[src/rtl/mem_stage.sv]
// Memory access stage: forwards ALU results, runs load/store handshakes with
// the data memory, and reports misalignment and bus timeouts.
module mem_stage #(
    parameter int unsigned TIMEOUT = 16
) (
    input  logic        CLK,
    input  logic        RST,
    input  logic        VALID_IN,
    input  logic [31:0] ALU_RESULT,
    input  logic [31:0] STORE_DATA,
    input  logic        MEM_RD,
    input  logic        MEM_WR,
    input  logic [2:0]  FUNCT3,
    input  logic [4:0]  RD_IN,
    input  logic        REG_WR_IN,
    input  logic        CRT_WB_IN,
    output logic        STALL,
    output logic        DMEM_REQ,
    output logic        DMEM_WE,
    output logic [31:0] DMEM_ADDR,
    output logic [3:0]  DMEM_BE,
    output logic [31:0] DMEM_WDATA,
    input  logic        DMEM_ACK,
    input  logic [31:0] DMEM_RDATA,
    output logic        VALID_OUT,
    output logic [31:0] DATA_M,
    output logic [31:0] DATA_E,
    output logic        CRT_WB,
    output logic [4:0]  RD_OUT,
    output logic        REG_WR_OUT,
    output logic        MISALIGN,
    output logic        BUS_ERR
);

    typedef enum logic {S_IDLE, S_WAIT} state_t;

    state_t      state_q;
    logic [7:0]  cnt_q;
    logic        req_q, we_q;
    logic [31:0] addr_q, wdata_q;
    logic [3:0]  be_q;
    logic [1:0]  lane_q;
    logic [2:0]  f3_q;
    logic        pend_wr_q, pend_crt_q;
    logic        valid_q, crt_q, reg_wr_q, mis_q, berr_q;
    logic [31:0] data_m_q, data_e_q;
    logic [4:0]  rd_q;

    logic        is_mem, misal;
    logic [1:0]  sz;
    logic [3:0]  be_d;
    logic [31:0] wdata_d, ld_d;
    logic [7:0]  ld_b;
    logic [15:0] ld_h;

    assign sz     = FUNCT3[1:0];
    assign is_mem = MEM_RD | MEM_WR;
    // Byte sizes are always aligned; halfwords need bit 0 clear, words both bits.
    assign misal  = ((sz == 2'b01) & ALU_RESULT[0]) |
                    (sz[1] & (|ALU_RESULT[1:0]));

    always_comb begin
        be_d    = 4'b1111;
        wdata_d = STORE_DATA;
        if (sz == 2'b00) begin
            be_d    = 4'b0001 << ALU_RESULT[1:0];
            wdata_d = {4{STORE_DATA[7:0]}};
        end else if (sz == 2'b01) begin
            be_d    = 4'b0011 << ALU_RESULT[1:0];
            wdata_d = {2{STORE_DATA[15:0]}};
        end
    end

    assign ld_b = DMEM_RDATA[{lane_q, 3'b000} +: 8];
    assign ld_h = DMEM_RDATA[{lane_q[1], 4'b0000} +: 16];

    always_comb begin
        ld_d = DMEM_RDATA;
        case (f3_q)
            3'b000:  ld_d = {{24{ld_b[7]}}, ld_b};
            3'b001:  ld_d = {{16{ld_h[15]}}, ld_h};
            3'b100:  ld_d = {24'b0, ld_b};
            3'b101:  ld_d = {16'b0, ld_h};
            default: ld_d = DMEM_RDATA;
        endcase
    end

    always_ff @(posedge CLK) begin
        if (RST) begin
            state_q    <= S_IDLE;
            cnt_q      <= 8'd0;
            req_q      <= 1'b0;
            we_q       <= 1'b0;
            addr_q     <= 32'd0;
            wdata_q    <= 32'd0;
            be_q       <= 4'd0;
            lane_q     <= 2'd0;
            f3_q       <= 3'd0;
            pend_wr_q  <= 1'b0;
            pend_crt_q <= 1'b0;
            valid_q    <= 1'b0;
            crt_q      <= 1'b0;
            reg_wr_q   <= 1'b0;
            mis_q      <= 1'b0;
            berr_q     <= 1'b0;
            data_m_q   <= 32'd0;
            data_e_q   <= 32'd0;
            rd_q       <= 5'd0;
        end else begin
            valid_q <= 1'b0;
            mis_q   <= 1'b0;
            berr_q  <= 1'b0;
            unique case (state_q)
                S_IDLE: begin
                    reg_wr_q <= 1'b0;
                    if (VALID_IN && !is_mem) begin
                        valid_q  <= 1'b1;
                        data_e_q <= ALU_RESULT;
                        crt_q    <= CRT_WB_IN;
                        rd_q     <= RD_IN;
                        reg_wr_q <= REG_WR_IN;
                    end else if (VALID_IN && misal) begin
                        mis_q <= 1'b1;
                    end else if (VALID_IN) begin
                        state_q    <= S_WAIT;
                        cnt_q      <= 8'd0;
                        req_q      <= 1'b1;
                        we_q       <= MEM_WR;
                        addr_q     <= {ALU_RESULT[31:2], 2'b00};
                        be_q       <= be_d;
                        wdata_q    <= wdata_d;
                        lane_q     <= ALU_RESULT[1:0];
                        f3_q       <= FUNCT3;
                        rd_q       <= RD_IN;
                        pend_wr_q  <= REG_WR_IN & ~MEM_WR;
                        pend_crt_q <= CRT_WB_IN;
                    end
                end
                S_WAIT: begin
                    if (DMEM_ACK) begin
                        state_q  <= S_IDLE;
                        req_q    <= 1'b0;
                        we_q     <= 1'b0;
                        valid_q  <= 1'b1;
                        reg_wr_q <= pend_wr_q;
                        crt_q    <= we_q ? pend_crt_q : 1'b0;
                        if (!we_q) data_m_q <= ld_d;
                    end else begin
                        cnt_q <= cnt_q + 8'd1;
                        if (cnt_q == 8'(TIMEOUT - 1)) begin
                            state_q <= S_IDLE;
                            req_q   <= 1'b0;
                            we_q    <= 1'b0;
                            berr_q  <= 1'b1;
                        end
                    end
                end
            endcase
        end
    end

    assign STALL      = (state_q == S_WAIT);
    assign DMEM_REQ   = req_q;
    assign DMEM_WE    = we_q;
    assign DMEM_ADDR  = addr_q;
    assign DMEM_BE    = be_q;
    assign DMEM_WDATA = wdata_q;
    assign VALID_OUT  = valid_q;
    assign DATA_M     = data_m_q;
    assign DATA_E     = data_e_q;
    assign CRT_WB     = crt_q;
    assign RD_OUT     = rd_q;
    assign REG_WR_OUT = reg_wr_q;
    assign MISALIGN   = mis_q;
    assign BUS_ERR    = berr_q;

endmodule

[config.mk]
export PLATFORM = sky130hd
export DESIGN_NAME = mem_stage
export DESIGN_NICKNAME = d
export VERILOG_FILES = /design/src/rtl/mem_stage.sv
export SDC_FILE = /design/constraint.sdc
export NUM_CORES = 1
export LEC_CHECK = 0
export ABC_AREA = 0
export CAP_MARGIN = 20
export CORE_MARGIN = 1
export CORE_UTILIZATION = 44
export DETAILED_ROUTE_END_ITERATION = 7
export PLACE_DENSITY = 0.9
export RECOVER_POWER = 50
export SLEW_MARGIN = 0
export SYNTH_ARGS = -nofsm -noshare
export SYNTH_HDL_FRONTEND = slang
export SYNTH_SLANG_ARGS = --single-unit
[constraint.sdc]
create_clock -name CLK -period 2.3 [get_ports CLK]
set_clock_uncertainty 0.2 [all_clocks]
set_input_delay 0.23 -clock CLK [delete_from_list [all_inputs] [get_ports CLK]]
set_output_delay 0.23 -clock CLK [all_outputs]
set_load 0.05 [all_outputs]
Word-level counts from Yosys, hierarchy flattened
Index checks and enable logic that the tools add are counted.
{"block": "word_totals", "reg_bits": 158, "word_cells": 104}
{"block": "op_classes", "muxes": 41, "eq_ne": 13, "reduce_logical": 16, "addsub": 1, "shifts": 4, "bitwise": 10}
{"op": "32-bit case mux with 4 select lines", "count": 1}
{"op": "32-bit 2-to-1 mux", "count": 2}
{"op": "8-bit 2-to-1 mux", "count": 4}
{"op": "32-bit by 6-bit indexed part select with 16-bit output", "count": 1}
{"op": "32-bit by 6-bit indexed part select with 8-bit output", "count": 1}
{"op": "1-bit 2-to-1 mux", "count": 22}
{"op": "8-bit case mux with 2 select lines", "count": 1}
{"op": "5-bit 2-to-1 mux", "count": 3}
{"op": "2-bit inequality test, second input constant", "count": 7}
{"op": "1-bit case mux with 2 select lines", "count": 6}
{"op": "4-bit AND reduction", "count": 3}
{"op": "8-bit by 1-bit adder with 8-bit output, second input constant", "count": 1}
{"op": "8-bit by 4-bit == test with 1-bit output, second input constant", "count": 1}
{"op": "4-bit 2-to-1 mux", "count": 2}
{"op": "3-bit == test, second input constant", "count": 2}
{"op": "3-bit AND reduction", "count": 2}
{"op": "3-bit OR reduction", "count": 2}
{"op": "1-bit NOT", "count": 5}
{"op": "2-bit AND reduction", "count": 2}
{"op": "1-bit by 2-bit left shift with 4-bit output, first input constant", "count": 1}
{"op": "2-bit by 2-bit left shift with 4-bit output, first input constant", "count": 1}
{"op": "1-bit AND", "count": 3}
{"op": "3-bit by 1-bit == test with 1-bit output, second input constant", "count": 1}
{"op": "3-bit logical NOT", "count": 1}
{"op": "other kinds (8)", "count": 10}

Depth between registers and ports, before layout
Gate-level depths: netlist (run 1).
{"block": "logic_depth", "ltp_word": 7, "mapped_depth": 8}

Worst setup path after synthesis (run 1)
OpenSTA, ideal clock, no wires.
{"block": "synth_timing", "path_type": "flip-flop to flip-flop", "startpoint": "register state_q (netlist: STALL)", "endpoint": "register data_m_q[21] (netlist: DATA_M[21])", "stages_incl_launch_ff": 7, "period_less_slack_ns": 2.131, "path_buffers": 2, "arrival_time_ns": 1.810, "setup_slack_ns": 0.169, "setup_ns": 0.122, "cell_sequence": "dfxtp_1 -> buf_4 -> nand2_1 -> nor2_1 -> a21boi_2 -> buf_2 -> a21oi_1"}
{"block": "synth_between", "elab_chain_len": 1}
{"item": "from (decl)", "line": "37", "rtl": "state_t state_q;"}
{"item": "from (signal assigned)", "line": "90", "rtl": "state_q <= S_IDLE;"}
{"item": "from (signal assigned)", "line": "125", "rtl": "state_q <= S_WAIT;"}
{"item": "from (signal assigned)", "line": "141", "rtl": "state_q <= S_IDLE;"}
{"item": "3-bit AND reduction (no line)"}
{"item": "to (signal assigned)", "line": "147", "rtl": "if (!we_q) data_m_q <= ld_d;"}
{"item": "to (decl)", "line": "46", "rtl": "logic [31:0] data_m_q, data_e_q;"}
Every way passes these cells.
A chain may end at the register's enable or synchronous reset.

Final worst setup path (run 1)
{"block": "layout_timing", "startpoint": "input ALU_RESULT[0]", "endpoint": "register addr_q[14] (netlist: DMEM_ADDR[14])"}
{"block": "layout_between", "elab_chain_len": 6}
{"item": "from (decl)", "line": "9", "rtl": "input logic [31:0] ALU_RESULT,"}
{"item": "2-bit OR reduction", "line": "60", "rtl": "(sz[1] & (|ALU_RESULT[1:0]));"}
{"item": "1-bit AND", "line": "60"}
{"item": "1-bit bitwise OR *", "line": "59", "rtl": "assign misal = ((sz == 2'b01) & ALU_RESULT[0]) |"}
{"item": "1-bit logical AND *", "line": "122", "rtl": "end else if (VALID_IN && misal) begin"}
{"item": "1-bit NOT (no line) *"}
{"item": "4-bit AND reduction (no line) *"}
{"item": "to (signal assigned)", "line": "129", "rtl": "addr_q <= {ALU_RESULT[31:2], 2'b00};"}
{"item": "to (decl)", "line": "40", "rtl": "logic [31:0] addr_q, wdata_q;"}
Mark *: on every way between the ends. The rest lies on a longest branch, timed or not.

==> flow_summary.toml, run 1 <==
[status]
status = "finished, final reports clean"

[pwr]
powerDensity_mw_per_mm2 = 713.6
ir_drop_mv = 0.6712
p_leak_nw = 3.740

[routing]
antenna_left = 0
drtIter0Drc = 577
via_per_inst = 5.616
drt_wl_total_um = 22690
wl_per_cell_um = 18.12
vias = 7031
drc_errors = 0
drt_first_pass_iters = 6

[die]
dieArea_mm2 = 0.01533
core-area_mm2 = 0.01453
io-pin-count = 257
initial_core_util = 0.4493
fp-row-count = 44
die_h_um = 123.8
die_x_um = 123.8

[critical_path]
endpoint_kind = "flip-flop"
r2r-end = "DMEM_ADDR[14]"
arrival_ns = 2.28
crit_required_ns = 2.45
crit_path_start_kind = "input pin"
worst-path-max-fanout = 21
rr_worst_depth = 6
crit_type = "input pin to flip-flop"
rrSetupSlack_ns = 0.20
r2r_start = "STALL"

[timing]
finalSetupTns_ns = 0
fin_ws_ns = 0.1678
drv_slew = 0
setup_violations = 0
slew_headroom = 0.4206
worst-slew-pin-transition_ns = 0.8570
hold_viol = 0
min_period_ns = 2.132
fmax_mhz = 469.0
period_share = 0.9271
rsz0062_at_grt = "no"

[place]
dp_hpwl_um = 16200
io_buffers = 254
place_ws_ns = -0.1984
place_congestion = 0.8798

[synth]
yosysSeqAreaShare = 0.4844
syn-instance-count = 797
synth_area_mm2 = 0.006530
ys_ff_latch = 158
syn_area_per_cell_um2 = 8.193
synth_ff_type = "dfxtp_1"
ys_types = 51
netlist.top_cell.by_area = "dfxtp_1"
yosys-top-cells-area = "dfxtp_1 48%, nand2_1 13%, a21oi_1 9.6%"
yosysWarningCount = 0
synth_top_area_frac = 0.4844
synth-async-reset-ratio = 0
synth_edf_count = 0

[cells_and_area]
fin_nets = 1172
final_cell_mix = "224 x nand2_1, 207 x clkdlybuf4s50_1, 158 x dfxtp_1"
antenna_cells = 0
drive_above_1_share = 0.07397
final_common_cell = "nand2_1"
syn2layout_area_growth_pct = 52.71
final_util = 0.6861

[clock_tree]
root_buffer = "clkbuf_16"
cts_made_buffers = 17
tritoncts = "built"
cts.clk_slew.worst_paths_ns = 0.06
post_cts_buffers = 0
clock-sinks = 158
worstSkewPairLatency_ns = 0.42
cts.path.max_buffers = 2
htreeDepth = 4

[worst_hold_path]
worstHoldPathCells = 3
holdCritStartpoint = "FUNCT3[2]"
min_to = "f3_q[2]"
hold_class = "input pin to flip-flop"

[global_routing]
grt_max_degree = 67
antenna_found_initial = 0
grt_first_pass_wirelength_um = 33980
overflow = 0
grt_use_total = 0.2930
grt_pass1_vias = 6855

[flow_run]
drv_cap = 0
==> critical path, cell delays in order <==
cell and delay (ns):
clkdlybuf4s50_1 0.48, inv_1 0.14, ha_1 0.20, nor2b_1 0.09
nor4_4 0.23, clkbuf_2 0.44, buf_12 0.22, nand2_1 0.09
a21oi_1 0.14
==> synthesized netlist by cell type, types with 2 or more instances <==
cell type  number
a311oi_1       19
o22ai_1         3
a222oi_1        8
a21oi_1       125
nand3_1         4
nand2b_1        3
clkbuf_1       37
xor2_1          3
nor2_1         36
nand2_1       224
a22oi_1         7
buf_4           6
or2_2           3
buf_2          19
mux2i_1        25
o211ai_1        9
nand4_1         3
a21boi_2        2
a22o_1          8
dfxtp_1       158
ha_1            5
o32ai_1         7
nor2b_1         4
nand3b_1        2
inv_1           7
nor3_1          2
o21ai_0        37
or3_1           8
==> power breakdown <==
part | switching [mW] | internal (mW)
sequential | 0.0724 | 2.86
clock | 1.17 | 1.56
combinational | 0.893 | 0.556
total | 2.14 | 4.98
==> state kept, by name, indices dropped and copies added (netlist names), 3 cells and up <==
name and flops:
DMEM_BE 4, DATA_M 32, RD_OUT 5, DATA_E 32, cnt_q 8, DMEM_WDATA 32
DMEM_ADDR 30, f3_q 3
==> worst max path at each step <==
stage,startpoint,end,depth (start not counted)
CTS,DMEM_WE,DMEM_WE,1
global route,STALL,DATA_M[28],6
floorplan,STALL,DATA_M[21],6
global placement,ALU_RESULT[0],MISALIGN,7
detailed placement,ALU_RESULT[0],MISALIGN,7
finish,ALU_RESULT[0],DMEM_ADDR[14],9
==> logic make-up after synthesis <==
logic type / after synthesis / share of synthesized area
simple gates: 301 / 0.1954
buf+inv: 70 / 0.04733
flops: 158 / 0.4844
compound gates: 233 / 0.2190
mux: 25 / 0.03832
fa+ha+maj: 5 / 0.009580
xor+xnor: 4 / 0.005366
other cells: 1 / 0.0005743
==> what timing repair did <==
item	in CTS	in global routing
hold endpoints to repair	15	0
hold buffers	1	0
endpoints found under the setup margin	1	0
gates resized for setup	1	0
==> metrics by stage <==
stage	cell area (µm²)	instances	hold slack, ns	total power, mW
final	9972	1252	0.1589	7.116
after global routing	9972	1252	0.1613	7.338
after detailed placement	9457	1219	0.2445	4.447
after CTS	10030	1252	0.1402	7.165
after floorplan	6534	798	0.1642	3.797
after global placement	9449	1218	0.2372	4.417
==> routing by layer <==
| layer | part of all wire | track usage |
|---|---|---|
| met1 | 0.37 | 0.3170 |
| met2 | 0.48 | 0.4997 |
| met3 | 0.096 | 0.08929 |
| met4 | 0.049 | 0.1807 |
| met5 | 0 | 0 |
==> area by class of cell <==
type	instances	area [µm²]
Clock inverter	11	105.1
Inverter	8	30.03
Tap cell	184	230.2
Sequential cell	158	3163
Fill cell	1136	4562
Clock buffer	21	460.4
Multi-Input combinational cell	570	3044
Timing Repair Buffer	300	2939
(Power assumes the default switching activity.)
==> run 2, diff against run 1 <==
CAP_MARGIN = 10   (was 20)
CORE_UTILIZATION = 26   (was 44)
PLACE_DENSITY = 0.61   (was 0.9)
SKIP_CTS_REPAIR_TIMING = 1   (was unset)
==> run 2 against run 1 <==
Effect of this change: non-clock buffer count down 4; combinational power about the same; worst hold slack better by 0.023 ns; final area up 2.3%; via count down 5.0%; final cell count up 11%; power up 4.2%; sequential cell count unchanged; clock power up 12%; global-route usage down 12 points; largest cell class unchanged; highest routed layer unchanged.
==> flow_summary.toml, run 2 (synthesis results as in run 1) <==
[routing]
wl_per_cell_um = 16.55
via_per_inst = 4.811
vias = 6678
drtIter0Drc = 460
antenna_left = 0
drt_wl_total_um = 22970
drc_errors = 0
drt_first_pass_iters = 5

[place]
place_congestion = 0.7918
placed_cell_area_mm2 = 0.009619
io_buffers = 254
place_ws_ns = -0.1028
dp_hpwl_um = 16450

[cells_and_area]
final_util = 0.4171
antenna_cells = 0
drive_above_1_share = 0.07519
syn2layout_area_growth_pct = 56.24
final_common_cell = "clkdlybuf4s50_1"
fin_nets = 1168
fin_area_mm2 = 0.01020
num-fill-cells = 2478
final_cell_mix = "237 x clkdlybuf4s50_1, 224 x nand2_1, 158 x dfxtp_1"

[global_routing]
grt_pass1_vias = 6199
antenna_found_initial = 0
grt_use_met3 = 0.06457
use_met1 = 0.2181
grt_first_pass_wirelength_um = 35020
grt.busiest_layer = "met2"
grt_use_total = 0.1737
met2_usage = 0.2792
grt_max_degree = 74
overflow = 0

[timing]
min_period_ns = 2.114
setup_violations = 0
rsz0062_at_grt = "no"
worst-slew-pin-transition_ns = 1.014
drv_slew = 0
slew_headroom = 0.3227
period_share = 0.9190
fmax_mhz = 473.1
hold-worst-slack_ns = 0.1821
fin_ws_ns = 0.1862
hold_viol = 0

[die]
initial_core_util = 0.2669
die_x_um = 160.5
fp-row-count = 57
io-pin-count = 257
core-area_mm2 = 0.02446
die_h_um = 160.5
dieArea_mm2 = 0.02575

[pwr]
ir_drop_mv = 0.4222
finalPower_mw = 7.414
comb_power_share = 0.194
powerDensity_mw_per_mm2 = 726.7
p_switching_mw = 2.317
p_leak_nw = 3.671
p_int_mw = 5.097
swShare = 0.3125
pwr-share-clk = 0.411
pwr-share-seq = 0.395

[clock_tree]
root_buffer = "clkbuf_16"
htreeDepth = 4
worstSkewPairLatency_ns = 0.42
cts_made_buffers = 17
cts.clk_slew.worst_paths_ns = 0.07
tritoncts = "built"
cts.path.max_buffers = 2
clock-sinks = 158

[critical_path]
rrSetupSlack_ns = 0.19
crit_required_ns = 1.87
arrival_ns = 1.68
crit_slowest_cell = "clkdlybuf4s50_1"
crit_family = "buffers and inverters"
crit_buf_inv = 1
crit_chain = "clkdlybuf4s50_1"
crit_type = "flip-flop to primary output"
cpPeakStageDelay_ns = 0.84
endpoint_kind = "primary output"
r2r-end = "RD_OUT[0]"
crit_path_start_kind = "flip-flop"
cp.depth = 1
r2r_start = "STALL"
worst-path-max-fanout = 4
rr_worst_depth = 6

[worst_hold_path]
min_to = "DMEM_ADDR[6]"
hold_class = "input pin to flip-flop"
worstHoldPathCells = 3
holdCritStartpoint = "ALU_RESULT[6]"

[flow_run]
drv_cap = 0

[status]
status = "finished, final reports clean"
run 2: how the worst max path moves through the flow:
stage                       start             end  slack (ns)
finish                    DMEM_WE         DMEM_WE        0.19
global route                STALL   DMEM_ADDR[23]        0.07
CTS                         STALL           STALL       -0.08
detailed placement  ALU_RESULT[1]  DMEM_WDATA[17]       -0.10
global placement    ALU_RESULT[1]   DMEM_ADDR[28]       -0.05
floorplan                   STALL      DATA_M[21]        0.17
run 2: final cells by class:
class / count / area, µm² / area share
tap: 324 / 405.4 / 0.03974
sequential: 158 / 3163 / 0.3100
timing repair buffer: 296 / 2900 / 0.2843
clock inverter: 15 / 216.5 / 0.02122
multi-input combinational: 570 / 3062 / 0.3001
inverter: 8 / 30.03 / 0.002943
clock buffer: 17 / 425.4 / 0.04170
run 2: power groups by stage:
| stage | clock (mW) | sequential, mW | combinational (mW) |
|---|---|---|---|
| after detailed placement | 0 | 2.99 | 1.46 |
| after global placement | 0 | 2.99 | 1.46 |
| after global routing | 3.24 | 2.95 | 1.52 |
| after CTS | 3.13 | 2.93 | 1.47 |
| final | 3.05 | 2.93 | 1.44 |
| after floorplan | 0 | 3.39 | 0.408 |
run 2: metrics by stage:
stage / TNS (ns) / std cells
2_1_floorplan: 0 / 798
3_3_place_gp: -1.031 / 1355
3_5_place_dp: -3.967 / 1355
4_1_cts: -0.08030 / 1387
5_1_grt: 0 / 1388
6_report: 0 / 1388
run 2: metal layers:
layer  part of all wire  vias up
li1                   -     3279
met1               0.44     3140
met2               0.47      244
met3              0.079       15
met4              0.010        0
met5                  0        -
==> run 3, diff against run 2 <==
GPL_TIMING_DRIVEN = 0   (was unset)
REMOVE_ABC_BUFFERS = 1   (was unset)
==> run 3 against run 2 <==
Effect of this change: power decreased by 1.2%; worst hold slack got worse by 0.18 ns; clock-buffer cell count up 5; sequential cell count stayed put; setup slack worse by 0.076 ns; highest routed layer unchanged; sequential power hardly changed; clock power down 2%; critical endpoint is now DATA_M[1]; via count shrank 2.3%; non-clock buffer count decreased by 23; die area is the same.
==> flow_summary.toml, run 3 (synthesis results as in run 1) <==
[status]
status = "finished, final reports clean"

[routing]
drc_errors = 0
wl_per_cell_um = 16.82
drt_first_pass_iters = 4
drt_wl_total_um = 22950
met2_length_um = 10740
via_per_inst = 4.778
drtIter0Drc = 442
vias = 6522
route.met3.wl_um = 1221
drt-met1-wl_um = 10540
antenna_left = 0
routed.top_layer = "met4"

[clock_tree]
tritoncts = "built"
clock-sinks = 158
cts.clk_slew.worst_paths_ns = 0.07
cts_made_buffers = 17
worstSkewPairLatency_ns = 0.42
root_buffer = "clkbuf_16"
cts.path.max_buffers = 2
htreeDepth = 4

[timing]
worst-slew-pin-transition_ns = 0.7960
rsz0062_at_grt = "no"
setup_violations = 0
hold_viol = 0
fin_ws_ns = 0.1106
finalSetupTns_ns = 0
period_share = 0.9519
min_period_ns = 2.189
fmax_mhz = 456.7
slew_headroom = 0.4664
hold-worst-slack_ns = 0.004014
drv_slew = 0

[place]
place_ws_ns = -1.201
place_congestion = 0.8014
placedCellCount = 1327
placed_cell_area_mm2 = 0.009418
io_buffers = 254
dp_hpwl_um = 15400

[cells_and_area]
fin_cells = 1365
drive_above_1_share = 0.06628
final_common_cell = "nand2_1"
antenna_cells = 0
num-fill-cells = 2446
fin_area_mm2 = 0.01011
final_util = 0.4133
fin_nets = 1146
final_cell_mix = "224 x nand2_1, 184 x clkdlybuf4s50_1, 156 x dfxtp_1"
syn2layout_area_growth_pct = 54.84

[worst_hold_path]
hold_class = "input pin to flip-flop"

[global_routing]
grt_max_degree = 64
grt_pass1_vias = 6216
antenna_found_initial = 0
overflow = 0
grt_use_total = 0.1731
grt_first_pass_wirelength_um = 35130

[flow_run]
drv_cap = 0

[die]
die_h_um = 160.5
fp-row-count = 57
dieArea_mm2 = 0.02575
initial_core_util = 0.2669
core-area_mm2 = 0.02446
io-pin-count = 257
die_x_um = 160.5

[critical_path]
crit_type = "input pin to flip-flop"
crit_chain = "buf_4, buf_16, clkinvlp_4, nand2_1, o32ai_1"
crit_path_start_kind = "input pin"
crit_slowest_cell = "buf_4"
endpoint_kind = "flip-flop"
worst-path-max-fanout = 64
cpPeakStageDelay_ns = 0.52
crit_required_ns = 2.38
arrival_ns = 2.27

[pwr]
p_leak_nw = 3.750
powerDensity_mw_per_mm2 = 724.1
finalPower_mw = 7.321
ir_drop_mv = 0.4287
run 3: cell types whose count changed in the layout (fill, tap and decap cells not counted), sizes merged, moves of 2 or more:
cell and delta:
buf -13, dlygate4sd3 +49, clkinv -2, clkbuf -2
clkdlybuf4s50 -53, clkinvlp +2, inv -6
run 3: power by group:
group | total (mW) | switching [mW] | internal (mW)
sequential | 2.93 | 0.0702 | 2.86
clock | 2.98 | 1.18 | 1.80
combinational | 1.41 | 0.875 | 0.537
total | 7.32 | 2.13 | 5.19
run 3: worst paths after layout:
kind                                     from  slack [ns]       endpoint  depth (start not counted)
worst max-delay path                      RST        0.11      DATA_M[1]                          5
worst min-delay path            ALU_RESULT[1]       0.004      lane_q[1]                          3
worst max register to register      lane_q[1]        0.19     DATA_M[21]                          4
worst min register to register  DMEM_ADDR[30]        0.25  DMEM_ADDR[30]                          2
run 3: layout make-up:
class                      count  area [µm²]  area share
timing repair inverter         1       7.507   0.0007425
clock inverter                 9       135.1     0.01336
tap                          324       405.4     0.04009
timing repair buffer         273        2809      0.2778
multi-input combinational    570        3080      0.3047
inverter                       8       33.78    0.003341
clock buffer                  22       474.2     0.04690
sequential                   158        3166      0.3131
run 3: worst max-delay path: cells and delay by family:
kind                   cells  cell delay, ns
AO/OA/AOI/OAI              1            0.15
buffers and inverters      3            1.35
AND/OR/NAND/NOR            1            0.45
run 3: routing by layer:
layer  vias to the layer above  global-route usage
met3                        24             0.04106
met4                         0             0.05628
met2                       207              0.2800
met5                         -                   0
li1                       3236                   -
met1                      3055              0.2258
